File: src/rtl/fetch_queue_if.sv
// Fetch-queue bus: instruction-memory handshake, redirect request and decode dequeue port.
// The queue side uses the master modport; the fetch/decode environment uses slave.
interface fetch_queue_if;
    logic [31:0] imem_addr;
    logic        imem_req;
    logic [31:0] imem_data;
    logic        imem_ack_n;
    logic        redirect;
    logic [31:0] redirect_pc;
    logic        deq_valid;
    logic        deq_ready;
    logic [31:0] deq_pc;
    logic [31:0] deq_ir;
    logic        deq_misaligned;

    modport master (
        output imem_addr, imem_req, deq_valid, deq_pc, deq_ir, deq_misaligned,
        input  imem_data, imem_ack_n, redirect, redirect_pc, deq_ready
    );

    modport slave (
        input  imem_addr, imem_req, deq_valid, deq_pc, deq_ir, deq_misaligned,
        output imem_data, imem_ack_n, redirect, redirect_pc, deq_ready
    );
endinterface

File: src/rtl/fetch_queue.sv
// Instruction fetch queue: circular buffer of {pc, ir, misaligned} fed from imem, drained by decode.
// Optional macro FETCH_QUEUE_BYPASS_EN: an empty queue forwards the incoming word to decode the same cycle.
module fetch_queue #(
    parameter int          DEPTH    = 4,
    parameter logic [31:0] RESET_PC = 32'h0000_0000
) (
    input  logic                       clk,
    input  logic                       rst_n,
    fetch_queue_if.master              bus,
    output logic [$clog2(DEPTH+1)-1:0] count
);
    localparam int CNT_W = $clog2(DEPTH + 1);
    localparam int PTR_W = $clog2(DEPTH);
    localparam logic [CNT_W-1:0] FULL_CNT = CNT_W'(DEPTH);
    localparam logic [31:0]      NOP_IR   = 32'h0000_0013;

    logic [31:0]      fetch_pc_q, fetch_pc_d;
    logic [PTR_W-1:0] rd_ptr_q, rd_ptr_d;
    logic [PTR_W-1:0] wr_ptr_q, wr_ptr_d;
    logic [CNT_W-1:0] count_q, count_d;
    logic             halted_q, halted_d;

    logic [31:0] pc_mem_q  [DEPTH];
    logic [31:0] ir_mem_q  [DEPTH];
    logic        mis_mem_q [DEPTH];

    logic             full, empty, imem_req, push, pop_st, store, bypass_vld;
    logic             wr_en, wr_mis;
    logic [PTR_W-1:0] wr_idx;
    logic [31:0]      wr_pc, wr_ir;

    always_comb begin
        full   = (count_q == FULL_CNT);
        empty  = (count_q == '0);
        // A stored pop frees the slot this cycle, so a full queue may still fetch.
        imem_req = rst_n & ~halted_q & ~bus.redirect & (~full | (bus.deq_ready & ~empty));
        push     = imem_req & ~bus.imem_ack_n;
`ifdef FETCH_QUEUE_BYPASS_EN
        bypass_vld = empty & push;
`else
        bypass_vld = 1'b0;
`endif
        pop_st = ~bus.redirect & ~empty & bus.deq_ready;
        store  = push & ~(bypass_vld & bus.deq_ready);
    end

    always_comb begin
        bus.imem_addr = fetch_pc_q;
        bus.imem_req  = imem_req;
        bus.deq_valid = rst_n & (~empty | bypass_vld);
        if (bypass_vld) begin
            bus.deq_pc         = fetch_pc_q;
            bus.deq_ir         = bus.imem_data;
            bus.deq_misaligned = 1'b0;
        end else begin
            bus.deq_pc         = pc_mem_q[rd_ptr_q];
            bus.deq_ir         = ir_mem_q[rd_ptr_q];
            bus.deq_misaligned = rst_n & ~empty & mis_mem_q[rd_ptr_q];
        end
        count = count_q;
    end

    always_comb begin
        fetch_pc_d = fetch_pc_q;
        rd_ptr_d   = rd_ptr_q;
        wr_ptr_d   = wr_ptr_q;
        count_d    = count_q;
        halted_d   = halted_q;
        wr_en      = 1'b0;
        wr_idx     = wr_ptr_q;
        wr_pc      = fetch_pc_q;
        wr_ir      = bus.imem_data;
        wr_mis     = 1'b0;
        if (bus.redirect) begin
            fetch_pc_d = bus.redirect_pc;
            rd_ptr_d   = '0;
            wr_ptr_d   = '0;
            count_d    = '0;
            halted_d   = 1'b0;
            // Misaligned target: leave a single marker entry and stop fetching.
            if (bus.redirect_pc[1:0] != 2'b00) begin
                halted_d = 1'b1;
                wr_en    = 1'b1;
                wr_idx   = '0;
                wr_pc    = bus.redirect_pc;
                wr_ir    = NOP_IR;
                wr_mis   = 1'b1;
                wr_ptr_d = PTR_W'(1);
                count_d  = CNT_W'(1);
            end
        end else begin
            if (push) fetch_pc_d = fetch_pc_q + 32'd4;
            if (store) begin
                wr_en    = 1'b1;
                wr_ptr_d = wr_ptr_q + PTR_W'(1);
            end
            if (pop_st) rd_ptr_d = rd_ptr_q + PTR_W'(1);
            count_d = count_q + CNT_W'(store) - CNT_W'(pop_st);
        end
    end

    always_ff @(posedge clk) begin
        if (!rst_n) begin
            fetch_pc_q <= RESET_PC;
            rd_ptr_q   <= '0;
            wr_ptr_q   <= '0;
            count_q    <= '0;
            halted_q   <= 1'b0;
        end else begin
            fetch_pc_q <= fetch_pc_d;
            rd_ptr_q   <= rd_ptr_d;
            wr_ptr_q   <= wr_ptr_d;
            count_q    <= count_d;
            halted_q   <= halted_d;
        end
    end

    always_ff @(posedge clk) begin
        if (wr_en) begin
            pc_mem_q[wr_idx]  <= wr_pc;
            ir_mem_q[wr_idx]  <= wr_ir;
            mis_mem_q[wr_idx] <= wr_mis;
        end
    end
endmodule

File: src/flat_wrapper.sv
// flat-port wrapper written by rule: the top's interface ports become plain ports
module fetch_queue_flat 
#(
    parameter int          DEPTH    = 4,
    parameter logic [31:0] RESET_PC = 32'h0000_0000
)
  (clk, rst_n, count, bus_imem_addr, bus_imem_req, bus_deq_valid, bus_deq_pc, bus_deq_ir, bus_deq_misaligned, bus_imem_data, bus_imem_ack_n, bus_redirect, bus_redirect_pc, bus_deq_ready);
  fetch_queue_if bus_i ();
  input  logic clk;
  input  logic rst_n;
  output logic [$clog2(DEPTH+1)-1:0] count;
  output wire logic [$bits(bus_i.imem_addr)-1:0] bus_imem_addr;
  output wire logic [$bits(bus_i.imem_req)-1:0] bus_imem_req;
  output wire logic [$bits(bus_i.deq_valid)-1:0] bus_deq_valid;
  output wire logic [$bits(bus_i.deq_pc)-1:0] bus_deq_pc;
  output wire logic [$bits(bus_i.deq_ir)-1:0] bus_deq_ir;
  output wire logic [$bits(bus_i.deq_misaligned)-1:0] bus_deq_misaligned;
  input wire logic [$bits(bus_i.imem_data)-1:0] bus_imem_data;
  input wire logic [$bits(bus_i.imem_ack_n)-1:0] bus_imem_ack_n;
  input wire logic [$bits(bus_i.redirect)-1:0] bus_redirect;
  input wire logic [$bits(bus_i.redirect_pc)-1:0] bus_redirect_pc;
  input wire logic [$bits(bus_i.deq_ready)-1:0] bus_deq_ready;
  assign bus_imem_addr = bus_i.imem_addr;
  assign bus_imem_req = bus_i.imem_req;
  assign bus_deq_valid = bus_i.deq_valid;
  assign bus_deq_pc = bus_i.deq_pc;
  assign bus_deq_ir = bus_i.deq_ir;
  assign bus_deq_misaligned = bus_i.deq_misaligned;
  assign bus_i.imem_data = bus_imem_data;
  assign bus_i.imem_ack_n = bus_imem_ack_n;
  assign bus_i.redirect = bus_redirect;
  assign bus_i.redirect_pc = bus_redirect_pc;
  assign bus_i.deq_ready = bus_deq_ready;
  fetch_queue #(.DEPTH(DEPTH), .RESET_PC(RESET_PC)) u_core (.clk(clk), .rst_n(rst_n), .bus(bus_i), .count(count));
endmodule
File: config.mk
export PLATFORM = sky130hd
export DESIGN_NAME = fetch_queue_flat
export DESIGN_NICKNAME = d
export VERILOG_FILES = /design/src/rtl/fetch_queue_if.sv /design/src/rtl/fetch_queue.sv /design/src/flat_wrapper.sv
export SDC_FILE = /design/constraint.sdc
export NUM_CORES = 1
export LEC_CHECK = 0
export CORE_AREA = 2 2 148 150
export DETAILED_ROUTE_END_ITERATION = 10
export DIE_AREA = 0 0 150 152
export GPL_ROUTABILITY_DRIVEN = 0
export GPL_TIMING_DRIVEN = 0
export PLACE_DENSITY = 0.84
export SLEW_MARGIN = 30
export SYNTH_ARGS = -nofsm -noshare
export SYNTH_HDL_FRONTEND = slang
export SYNTH_SLANG_ARGS = --single-unit
File: constraint.sdc
create_clock -name clk -period 15.15 [get_ports clk]
set_input_delay 3.03 -clock clk [delete_from_list [all_inputs] [get_ports clk]]
set_output_delay 3.03 -clock clk [all_outputs]
set_load 0.01 [all_outputs]
# Word-level counts from Yosys, hierarchy flattened
# Memory sizes are Yosys's and may differ from the RTL's. A register that Yosys moved wholly into a read port is not among the register bits.
# Cells that the tools add are included.
# classes
n_mul	0
shift	0
div_mod_pow	0
bitwise	16
order_cmp	0
eq_ne	1
reduce_logical	4
n_mux	25
add_sub_neg	5
# op_table
op	count
two-way mux 32 bit	6
adder 32 x 3 -> 32 bit, second input constant	1
two-way mux 2 bit	10
bitwise AND 1 bit	9
two-way mux 1 bit	8
NOT 1 bit	6
adder 2 x 1 -> 2 bit, second input constant	2
nonzero test 2 bit	2
adder 3 x 1 -> 3 bit	1
equality test 3 bit, second input constant	1
logical NOT 3 bit	1
two-way mux 3 bit	1
subtractor 3 x 1 -> 3 bit	1
OR reduction 2 bit	1
bitwise OR 1 bit	1
# word_totals
regBits	40
memories	3
inputBits	69
latch_bits	0
rom_bits	0
ram_bits	260
# mem_list
name	words	word_bits	read_ports	rd_clocked_by_memory_dff	wr	line_no	text
u_core.ir_mem_q	4	32	1	1	1	fetch_queue.sv:24	logic [31:0] ir_mem_q [DEPTH];
u_core.pc_mem_q	4	32	1	1	1	fetch_queue.sv:23	logic [31:0] pc_mem_q [DEPTH];
u_core.mis_mem_q	4	1	1	1	1	fetch_queue.sv:25	logic mis_mem_q [DEPTH];

# Longest topological paths before layout
# Gate-level depths: netlist of run 1.
# logic_depth
ltp_word	10
depth_mapped	12
mapped_depth_nobuf	9

# Worst setup path before layout of run 1
# No wires, ideal clock.
# synth_timing
kind	input -> register
startpoint	input port rst_n
endpoint	memory u_core.ir_mem_q[0][0] (enable)
t_required_ns	14.565
path_buffers	4
arrival_ns	8.964
cell_stages	7
setup_slack_ns	5.601
path_cell_list	buf_6 nand2b_4 buf_6 or4_4 buf_6 clkbuf_1 o31ai_1
# synth_between
elab_chain_cells	8
# synth_lines
item	line_no	text
start, declared	flat_wrapper.sv:10	input logic rst_n;
bitwise AND 1 bit (3 in a row)	fetch_queue.sv:36	imem_req = rst_n & ~halted_q & ~bus.redirect & (~full | (bus.deq_ready & ~empty));
bitwise AND 1 bit	fetch_queue.sv:37	push = imem_req & ~bus.imem_ack_n;
two-way mux 1 bit	fetch_queue.sv:93	if (store) begin
two-way mux 1 bit	fetch_queue.sv:74	if (bus.redirect) begin
two-way mux 1 bit	fetch_queue.sv:119	if (wr_en) begin
two-way mux 1 bit (implied by the code)	fetch_queue.sv:121	ir_mem_q[wr_idx] <= wr_ir;
end, declared	fetch_queue.sv:24	
# No other way between the ends.

# Worst setup path in the final report of run 1
# layout_timing
startpoint	input port bus_redirect
endpoint	output port bus_imem_req
# layout_between
elab_chain_cells	3
# layout_lines
item	line_no	text
start, declared	flat_wrapper.sv:20	input wire logic [$bits(bus_i.redirect)-1:0] bus_redirect;
NOT 1 bit	fetch_queue.sv:36	
bitwise AND 1 bit (2 in a row)	fetch_queue.sv:36	
end, declared	flat_wrapper.sv:13	output wire logic [$bits(bus_i.imem_req)-1:0] bus_imem_req;
# No other way between the ends.

==> reports/qor.csv, run 1 <==
stage;metric;value;unit
global_routing;GR Layer Usage met3;6.16;%
status;status;completed;
yosys;synth top area cells;edfxtp_1, mux4_2, dfxtp_1;
yosys;FF+latch count, synth;302;
global_routing;grt met2 use;41.5;%
yosys;Post-synth EDFFs;260;
global_routing;first-pass GRT wire length;43700;um
cts;CTS tree;built;
global_routing;largest net degree at the start of global routing;22;
timing;Clock Skew;14.8;ps
run;# Max-Cap Violations;0;
drt;number of detailed-routing iterations run before antenna repair;5;
yosys;top_reg_cell synth;edfxtp_1;
place;DP Worst Slack;7360;ps
setup_path;crit end category;output pin;
cts;CTS Buffer Depth;3;
floorplan;Die Width;150;um
floorplan;Top Ports;171;
drt;Routed WL;28400;um
finish;Core Util, Final;73.3;%
yosys;cell taking the most area after synthesis;edfxtp_1;
setup_path;startpoint class of the critical path;primary input;
drt;WL per Instance;22.8;um
floorplan;CORE AREA;21400;um^2
floorplan;Initial Util;57.6;%
power_and_ir_drop;cell area power density;119;nW/um^2
cts;setup bufs post-CTS;0;
power_and_ir_drop;clock network power share;39.7;%
setup_path;CP Max Fanout;9;
yosys;post-synthesis sequential area ratio;70.4;%
setup_path;reg2reg setup slack;12020;ps
floorplan;Chip Height;152;um
floorplan;row cnt;54;
drt;Iter 0 DRT Violations;752;
yosys;Synth Warn #;0;
global_routing;initial antenna violation count;2;
finish;Final Net Count;1016;
yosys;count leader, synth;edfxtp_1;
yosys;Synth Instances;715;
global_routing;gr ovfl total;0;
cts;Worst-path clk slew;60;ps
timing;post-route setup slack;7360;ps
yosys;synth cell count leaders;edfxtp_1, mux4_2, dfxtp_1;
power_and_ir_drop;Psw;388;uW
yosys;share of the synthesized area in the top cell type;63.5;%
floorplan;die area;22800;um^2
finish;layout cells sized above 1;19.8;%
global_routing;GR peak layer;met2;
setup_path;CP required;12120;ps
power_and_ir_drop;maximum vdd drop;0.000110;V
drt;Residual DRC;0;
timing;RSZ-0062 raised after global routing;false;
timing;fin crit period;7790;ps
cts;hold_buf cts;0;
cts;clock latency on the worst-skew pair;530;ps
finish;area growth from synthesis to layout;27.4;%
yosys;Synth async-reset ratio;0;%
global_routing;total track usage;25.1;%
timing;Final Cycle Share;51.4;%
place;dpl hpwl;19700;um
timing;Worst-Margin Slew;844;ps
power_and_ir_drop;sequential cell fraction of total power;51.0;%
power_and_ir_drop;leak pwr;5.16;nW
cts;clock sink total;302;
cts;Post-CTS Resized;0;
yosys;net count after synthesis;788;
cts;clk root buf;clkbuf_16;
timing;Final setup viols;0;
yosys;Syn Area/Cell;17.2;um^2
cts;cts bufs inserted;29;
cts;H-tree levels;1;
power_and_ir_drop;Gate power share;9.3;%
power_and_ir_drop;Net Sw Frac;20.9;%
power_and_ir_drop;total power;1.86;mW
drt;via count;7502;
global_routing;vias in the first global route;7807;
place;Port Buffer Count;169;
yosys;Synth cell types;53;
timing;Setup TNS;0;ps
timing;Worst slew margin;43.8;%
timing;final-report max-slew violation count;0;
setup_path;critical path type;in2out;
timing;maximum clock rate;128;MHz
global_routing;met1 Resource Use GR;33.2;%
drt;Antenna Nets Post-Route;0;
power_and_ir_drop;P_int;1.47;mW
setup_path;arrival time worst endpoint;4760;ps
yosys;Synth Cell Area;12300;um^2
hold_path;Hold WC Path Type;reg2reg;
timing;Fin. Hold Viols;0;
drt;vias per cell;6.02;
[metal layers]
layer / share of wire, % / vias to the layer above
met2: 49 / 367
met1: 39 / 3753
met3: 9.5 / 64
met5: 0 / -
li1: - / 3318
met4: 2.7 / 0
[flip-flops by register name, indices dropped and copies added (netlist names), named ones only]
register / count
u_core.count: 3
u_core.pc_mem_q: 128
u_core.ir_mem_q: 128
u_core.bus.imem_addr: 32
u_core.wr_ptr_q: 2
u_core.mis_mem_q: 4
u_core.rd_ptr_q: 2
u_core.halted_q: 1
[cell type report]
cell class              count  area, um^2
multi-input cells         362        3450
flip-flops and latches    302        8650
inverters                  11        41.3
clock inverters            15         206
plain buffers              40         190
repair buffers            197        1990
fillers                  1323        5690
diodes                      2        5.00
well taps                 280         350
clock buffers              37         776
[worst max-delay path, cell delays in order]
cell and delay (ps):
clkdlybuf4s50_1 540, nand2b_4 200, buf_6 130, nor3_1 260, clkdlybuf4s50_1 590
[kinds of logic after synthesis]
group                    Yosys count  synth area share, %
adder cells (fa/ha/maj)            4                0.468
XOR/XNOR                          11                0.784
flip-flops                       302                 70.4
AO/OA/AOI/OAI                     69                 3.57
multiplexers                     103                 15.4
buffers and inverters             51                 1.87
AND/OR/NAND/NOR                  175                 7.53
[cell usage in the layout, fill, tap and decap left out, drive strengths merged, types with 6 or more instances in the layout]
| master | instances |
|---|---|
| mux4 | 65 |
| clkinv | 7 |
| and2 | 33 |
| buf | 44 |
| xnor2 | 7 |
| nor3 | 9 |
| and3 | 6 |
| nand3 | 18 |
| edfxtp | 260 |
| clkdlybuf4s50 | 169 |
| nand2 | 41 |
| dfxtp | 42 |
| mux2 | 37 |
| a21oi | 24 |
| nand4 | 13 |
| nor2 | 27 |
| clkbuf | 61 |
| nor4 | 10 |
| inv | 11 |
| o21ai | 14 |
[final timing paths]
kind,startpoint,endpoint,cells after the start
setup / recovery,bus_redirect,bus_imem_req,5
hold reg to reg,u_core.bus.imem_addr[1]$_SDFFE_PN0P_,u_core.bus.imem_addr[1]$_SDFFE_PN0P_,2
hold / removal,u_core.bus.imem_addr[1]$_SDFFE_PN0P_,u_core.bus.imem_addr[1]$_SDFFE_PN0P_,2
setup reg to reg,u_core.count[1]$_SDFF_PP0_,u_core.pc_mem_q[2][7]$_DFFE_PP_,8
[power by group through the flow]
stage | Clock [mW] | Sequential (mW) | Combinational (mW)
3_3_place_gp | 0 | 0.967 | 0.163
2_1_floorplan | 0 | 0.964 | 0.0773
4_1_cts | 0.748 | 0.947 | 0.173
6_report | 0.738 | 0.947 | 0.172
3_5_place_dp | 0 | 0.964 | 0.171
5_1_grt | 0.782 | 0.949 | 0.184
[through the flow]
stage	cell area, um^2	instances	hold slack, ps
3_5_place_dp	14700	1192	470
2_1_floorplan	12300	715	485
3_3_place_gp	14300	1164	456
4_1_cts	15600	1244	479
5_1_grt	15700	1246	533
6_report	15700	1246	475
(Power assumes the default switching activity.)
==> inputs of run 2 (changes only) <==
CORE_AREA = 2 2 162 164   (was 2 2 148 150)
DIE_AREA = 0 0 164 166   (was 0 0 150 152)
PLACE_DENSITY = 0.75   (was 0.84)
clock period = 6.9 ns   (was 15.15 ns; I/O delays follow)
==> run 2 against run 1 <==
Effect of this change:
- via count decreased by 1.6%
- sequential share of layout area is 0.50 points lower
- core utilization decreased by 12 points
- combinational power grew 120%
- register-to-register slack worse by 8300 ps
- total power up 120%
- clock power grew 120%
- critical endpoint is now bus_deq_pc[20]
- hold slack better by 4.9 ps
==> reports/qor.csv, run 2 (same netlist as run 1, synthesis figures left out) <==
stage;metric;value;unit
status;status;completed;
power_and_ir_drop;sequential cell fraction of total power;50.8;%
finish;Core Util, Final;61.7;%
power_and_ir_drop;leak pwr;5.20;nW
floorplan;Top Ports;171;
power_and_ir_drop;Gate power share;9.2;%
timing;Final setup viols;0;
timing;final-report max-slew violation count;0;
floorplan;Chip Height;166;um
finish;commonest non-fill, non-tap cell in the layout;edfxtp_1;
drt;via count;7381;
global_routing;largest net degree at the start of global routing;19;
power_and_ir_drop;Net Sw Frac;21.4;%
drt;Iter 0 DRT Violations;683;
place;Port Buffer Count;169;
timing;Fin. Hold Viols;0;
floorplan;die area;27200;um^2
cts;clk root buf;clkbuf_16;
cts;H-tree levels;1;
run;# Max-Cap Violations;0;
floorplan;Die Width;164;um
power_and_ir_drop;Psw;878;uW
drt;WL per Instance;22.4;um
timing;Worst slew margin;38.2;%
finish;Layout fillers;1891;
setup_path;critical path type;reg2out;
finish;Non-Filler Instances;1298;
place;dpl hpwl;20400;um
cts;clock sink total;302;
power_and_ir_drop;total power;4.10;mW
timing;maximum clock rate;223;MHz
setup_path;r2r worst-path depth;9;
power_and_ir_drop;maximum vdd drop;0.000196;V
global_routing;vias in the first global route;7487;
finish;most frequent cells in the layout;edfxtp_1, clkdlybuf4s50_1, mux4_2;
hold_path;hold path depth;2;
finish;layout cells sized above 1;19.6;%
hold_path;Hold WC Path Type;reg2reg;
drt;Routed WL;29100;um
finish;Final Net Count;1011;
timing;Setup TNS;0;ps
setup_path;CP Max Fanout;10;
setup_path;CP required;5520;ps
timing;fin crit period;4480;ps
global_routing;initial antenna violation count;2;
setup_path;reg2reg setup slack;3710;ps
cts;CTS Buffer Depth;3;
power_and_ir_drop;clock network power share;40.0;%
cts;setup bufs post-CTS;0;
drt;number of detailed-routing iterations run before antenna repair;5;
timing;Worst-Margin Slew;918;ps
finish;area growth from synthesis to layout;28.6;%
floorplan;CORE AREA;25600;um^2
setup_path;reg2reg end;u_core.ir_mem_q[0][20]$_DFFE_PP_;
power_and_ir_drop;cell area power density;259;nW/um^2
cts;Worst-path clk slew;60;ps
cts;hold_buf cts;0;
drt;Residual DRC;0;
floorplan;row cnt;59;
cts;clock latency on the worst-skew pair;550;ps
setup_path;arrival time worst endpoint;3100;ps
floorplan;Initial Util;48.0;%
place;Inst Count DP;1241;
global_routing;first-pass GRT wire length;43900;um
drt;vias per cell;5.69;
global_routing;gr ovfl total;0;
global_routing;total track usage;21.2;%
setup_path;crit end category;output pin;
cts;cts bufs inserted;30;
timing;RSZ-0062 raised after global routing;false;
timing;Final Cycle Share;65.0;%
cts;CTS tree;built;
cts;Post-CTS Resized;0;
setup_path;startpoint class of the critical path;flip-flop;
setup_path;CP endpoint;bus_deq_pc[20];
setup_path;r2r startpoint;u_core.count[1]$_SDFF_PP0_;
drt;Antenna Nets Post-Route;0;
power_and_ir_drop;P_int;3.22;mW
timing;Clock Skew;10.8;ps
-- run 2: cell types whose count changed in the layout (fill, tap and decap cells not counted), sizes merged --
cell,delta
buf,-6
diode,-1
bufinv,-1
inv,+1
clkbuf,-2
clkinv,+8
clkinvlp,-2
-- run 2: power groups by stage --
stage	Combinational, mW	Sequential (mW)	Clock [mW]
2_1_floorplan	0.170	2.12	0
3_3_place_gp	0.361	2.12	0
3_5_place_dp	0.378	2.12	0
4_1_cts	0.381	2.08	1.67
5_1_grt	0.405	2.08	1.73
6_report	0.377	2.08	1.64
-- run 2: area by class of cell --
| class | instances | area, um^2 | share of cell area [%] |
|---|---|---|---|
| buffer | 40 | 190 | 1.20 |
| clock buffer | 35 | 791 | 5.00 |
| antenna | 1 | 2.50 | 0.0158 |
| tap | 335 | 419 | 2.65 |
| timing repair buffer | 191 | 2040 | 12.9 |
| clock inverter | 21 | 210 | 1.33 |
| sequential | 302 | 8650 | 54.7 |
| inverter | 11 | 41.3 | 0.261 |
| multi-input combinational | 362 | 3460 | 21.9 |
-- run 2: metal layers --
metal / up-vias / track usage (%) / wire length [um]
met5: - / 0 / 16
li1: 3303 / - / -
met3: 38 / 5.37 / 2450
met2: 307 / 35.2 / 14200
met4: 2 / 4.96 / 541
met1: 3731 / 28.5 / 11900
-- run 2: through the flow --
stage                     hold slack, ps  setup WS [ps]  cell area (um^2)
after floorplan                      485           1030             12300
after global placement               465          -2010             14400
after detailed placement             474           1870             14800
after CTS                            483           2290             15800
after global routing                 524           2180             15800
final                                480           2420             15800
-- run 2: how the worst min path moves through the flow --
stage,from,end,slack (ps)
2_1_floorplan,u_core.rd_ptr_q[1]$_SDFFE_PP0P_,flip-flop,480
3_3_place_gp,u_core.bus.imem_addr[0]$_SDFFE_PN0P_,u_core.bus.imem_addr[0]$_SDFFE_PN0P_,470
3_5_place_dp,u_core.bus.imem_addr[1]$_SDFFE_PN0P_,u_core.bus.imem_addr[1]$_SDFFE_PN0P_,470
4_1_cts,u_core.bus.imem_addr[1]$_SDFFE_PN0P_,u_core.bus.imem_addr[1]$_SDFFE_PN0P_,480
5_1_grt,u_core.bus.imem_addr[1]$_SDFFE_PN0P_,u_core.bus.imem_addr[1]$_SDFFE_PN0P_,520
6_report,u_core.bus.imem_addr[1]$_SDFFE_PN0P_,u_core.bus.imem_addr[1]$_SDFFE_PN0P_,480
-- run 2: critical path: stages (launching register included) --
cell,delay (ps)
dfxtp_1,400
clkbuf_1,610
buf_2,470
mux4_2,570
clkdlybuf4s50_1,510
==> inputs of run 3 (changes only) <==
clock period = 3.6 ns   (was 6.9 ns; I/O delays follow)
==> run 3 against run 2 <==
Effect of this change:
- clock skew rose by 7.6 ps
- cell count did not move
- register-to-register slack got worse by 3000 ps
- routed wire length fell by 0.42%
- sequential power rose by 92%
- global-route usage rose by 0.14 points
- die area did not move
- flip-flop and latch count did not move
- clock power rose by 110%
- core utilization rose by 0.62 points
- combinational power rose by 94%
- setup slack got worse by 2400 ps
- highest routed layer is now met4
==> reports/qor.csv, run 3 (same netlist as run 1, synthesis figures left out) <==
stage;metric;value;unit
finish;area growth from synthesis to layout;29.9;%
timing;Fin. Hold Viols;0;
setup_path;reg2reg setup slack;730;ps
drt;Residual DRC;0;
drt;vias per cell;5.71;
setup_path;startpoint class of the critical path;primary input;
cts;hold_buf cts;0;
hold_path;Hold Crit Start;rst_n;
power_and_ir_drop;Net Sw Frac;20.8;%
global_routing;initial antenna violation count;0;
power_and_ir_drop;sequential cell fraction of total power;49.2;%
drt;via count;7406;
finish;layout cells sized above 1;20.9;%
place;Port Buffer Count;169;
drt;Iter 0 DRT Violations;737;
drt;WL per Instance;22.3;um
floorplan;row cnt;59;
timing;post-route setup slack;55.7;ps
global_routing;largest net degree at the start of global routing;20;
finish;number of diodes;0;
cts;cts bufs inserted;30;
cts;clock sink total;302;
global_routing;total track usage;21.4;%
place;dpl hpwl;20300;um
hold_path;hold path depth;2;
power_and_ir_drop;Psw;1.68;mW
floorplan;Initial Util;48.0;%
drt;Routed WL;29000;um
finish;commonest non-fill, non-tap cell in the layout;edfxtp_1;
floorplan;Top Ports;171;
cts;H-tree levels;1;
setup_path;r2r startpoint;u_core.count[1]$_SDFF_PP0_;
status;status;completed;
timing;maximum clock rate;282;MHz
hold_path;Hold WC Path Type;in2reg;
cts;CTS tree;built;
setup_path;CP required;3840;ps
run;# Max-Cap Violations;0;
finish;Layout fillers;1862;
floorplan;Chip Height;166;um
timing;Final setup viols;0;
floorplan;Die Width;164;um
setup_path;arrival time worst endpoint;3790;ps
power_and_ir_drop;total power;8.10;mW
setup_path;crit end category;flip-flop;
place;placed inst area;14800;um^2
cts;Worst-path clk slew;70;ps
floorplan;die area;27200;um^2
cts;CTS Buffer Depth;3;
timing;final-report max-slew violation count;0;
setup_path;CP Max Fanout;12;
power_and_ir_drop;P_int;6.42;mW
floorplan;CORE AREA;25600;um^2
finish;footprint of the multi-input gates;3470;um^2
timing;worst hold slack;471;ps
global_routing;vias in the first global route;7771;
place;DP Worst Slack;-912;ps
hold_path;Hold Path End;u_core.bus.imem_addr[29]$_SDFFE_PN0P_;
finish;Finished Cell Area;16000;um^2
finish;most frequent cells in the layout;edfxtp_1, clkdlybuf4s50_1, mux4_2;
timing;RSZ-0062 raised after global routing;false;
cts;clock latency on the worst-skew pair;550;ps
power_and_ir_drop;maximum vdd drop;0.000480;V
power_and_ir_drop;clock network power share;41.7;%
timing;Final Cycle Share;98.5;%
power_and_ir_drop;leak pwr;5.28;nW
timing;Worst slew margin;43.9;%
finish;Final Net Count;1012;
setup_path;reg2reg end;u_core.ir_mem_q[2][20]$_DFFE_PP_;
global_routing;first-pass GRT wire length;44400;um
cts;setup bufs post-CTS;0;
timing;Setup TNS;0;ps
setup_path;r2r worst-path depth;9;
finish;register area;8650;um^2
drt;Antenna Nets Post-Route;0;
drt;number of detailed-routing iterations run before antenna repair;6;
power_and_ir_drop;cell area power density;507;nW/um^2
timing;fin crit period;3540;ps
cts;clk root buf;clkbuf_16;
power_and_ir_drop;Gate power share;9.0;%
timing;Clock Skew;18.4;ps
timing;Worst-Margin Slew;834;ps
global_routing;gr ovfl total;0;
setup_path;critical path type;in2reg;
-- run 3: changes by cell type in the layout (fill, tap and decap cells not counted), sizes merged --
cell / delta
buf: -2
bufinv: +3
clkbuf: +6
clkinv: -8
clkinvlp: +2
diode: -1
-- run 3: worst max-delay path by stage --
stage	from	end	slack, ps	cells after the start
6_report	bus_redirect	u_core.ir_mem_q[2][20]$_DFFE_PP_	60	11
4_1_cts	flip-flop	bus_deq_pc[16]	20	4
5_1_grt	bus_redirect	u_core.ir_mem_q[2][19]$_DFFE_PP_	20	11
3_5_place_dp	bus_redirect	u_core.ir_mem_q[2][16]$_DFFE_PP_	-910	10
3_3_place_gp	bus_redirect	u_core.pc_mem_q[2][11]$_DFFE_PP_	-2510	6
2_1_floorplan	rst_n	u_core.ir_mem_q[0][0]$_DFFE_PP_	-340	7
-- run 3: worst max-delay path, stage by stage --
cell,delay [ps]
clkdlybuf4s50_1,610
nand2b_4,240
buf_6,130
or4_4,520
buf_6,170
clkbuf_16,170
nor3_4,440
buf_6,240
buf_6,190
buf_8,160
buf_6,170
-- run 3: what timing repair did --
action / 4_1_cts / 5_1_grt
endpoints found under the setup margin: 70 / 50
resized for setup: 8 / 6
pin swaps: 0 / 0
-- run 3: power groups by stage --
stage                     combinational [mW]  clock [mW]  sequential (mW)
final                                  0.732        3.38             3.99
after global routing                   0.785        3.59             4.00
after CTS                              0.739        3.45             3.99
after detailed placement               0.734           0             4.06
after global placement                 0.699           0             4.06
after floorplan                        0.331           0             4.05
-- run 3: layer usage --
layer / routed length (um) / track usage [%] / vias to the layer above
met3: 2450 / 5.44 / 45
li1: - / - / 3310
met2: 14400 / 35.5 / 295
met5: 0 / 1.09 / -
met1: 11600 / 28.3 / 3756
met4: 557 / 5.15 / 0
-- run 3: layout make-up --
| type | instances | area share (%) |
|---|---|---|
| buffer | 39 | 1.46 |
| clock inverter | 18 | 1.72 |
| multi-input combinational | 362 | 21.7 |
| inverter | 11 | 0.274 |
| clock buffer | 38 | 5.09 |
| timing repair buffer | 193 | 12.9 |
| tap | 335 | 2.63 |
| sequential | 302 | 54.2 |
-- run 3: through the flow --
stage | instances | util, %
finish | 1298 | 62.3
global route | 1298 | 62.3
CTS | 1298 | 62.2
detailed placement | 1243 | 58.0
global placement | 1219 | 56.5
floorplan | 715 | -
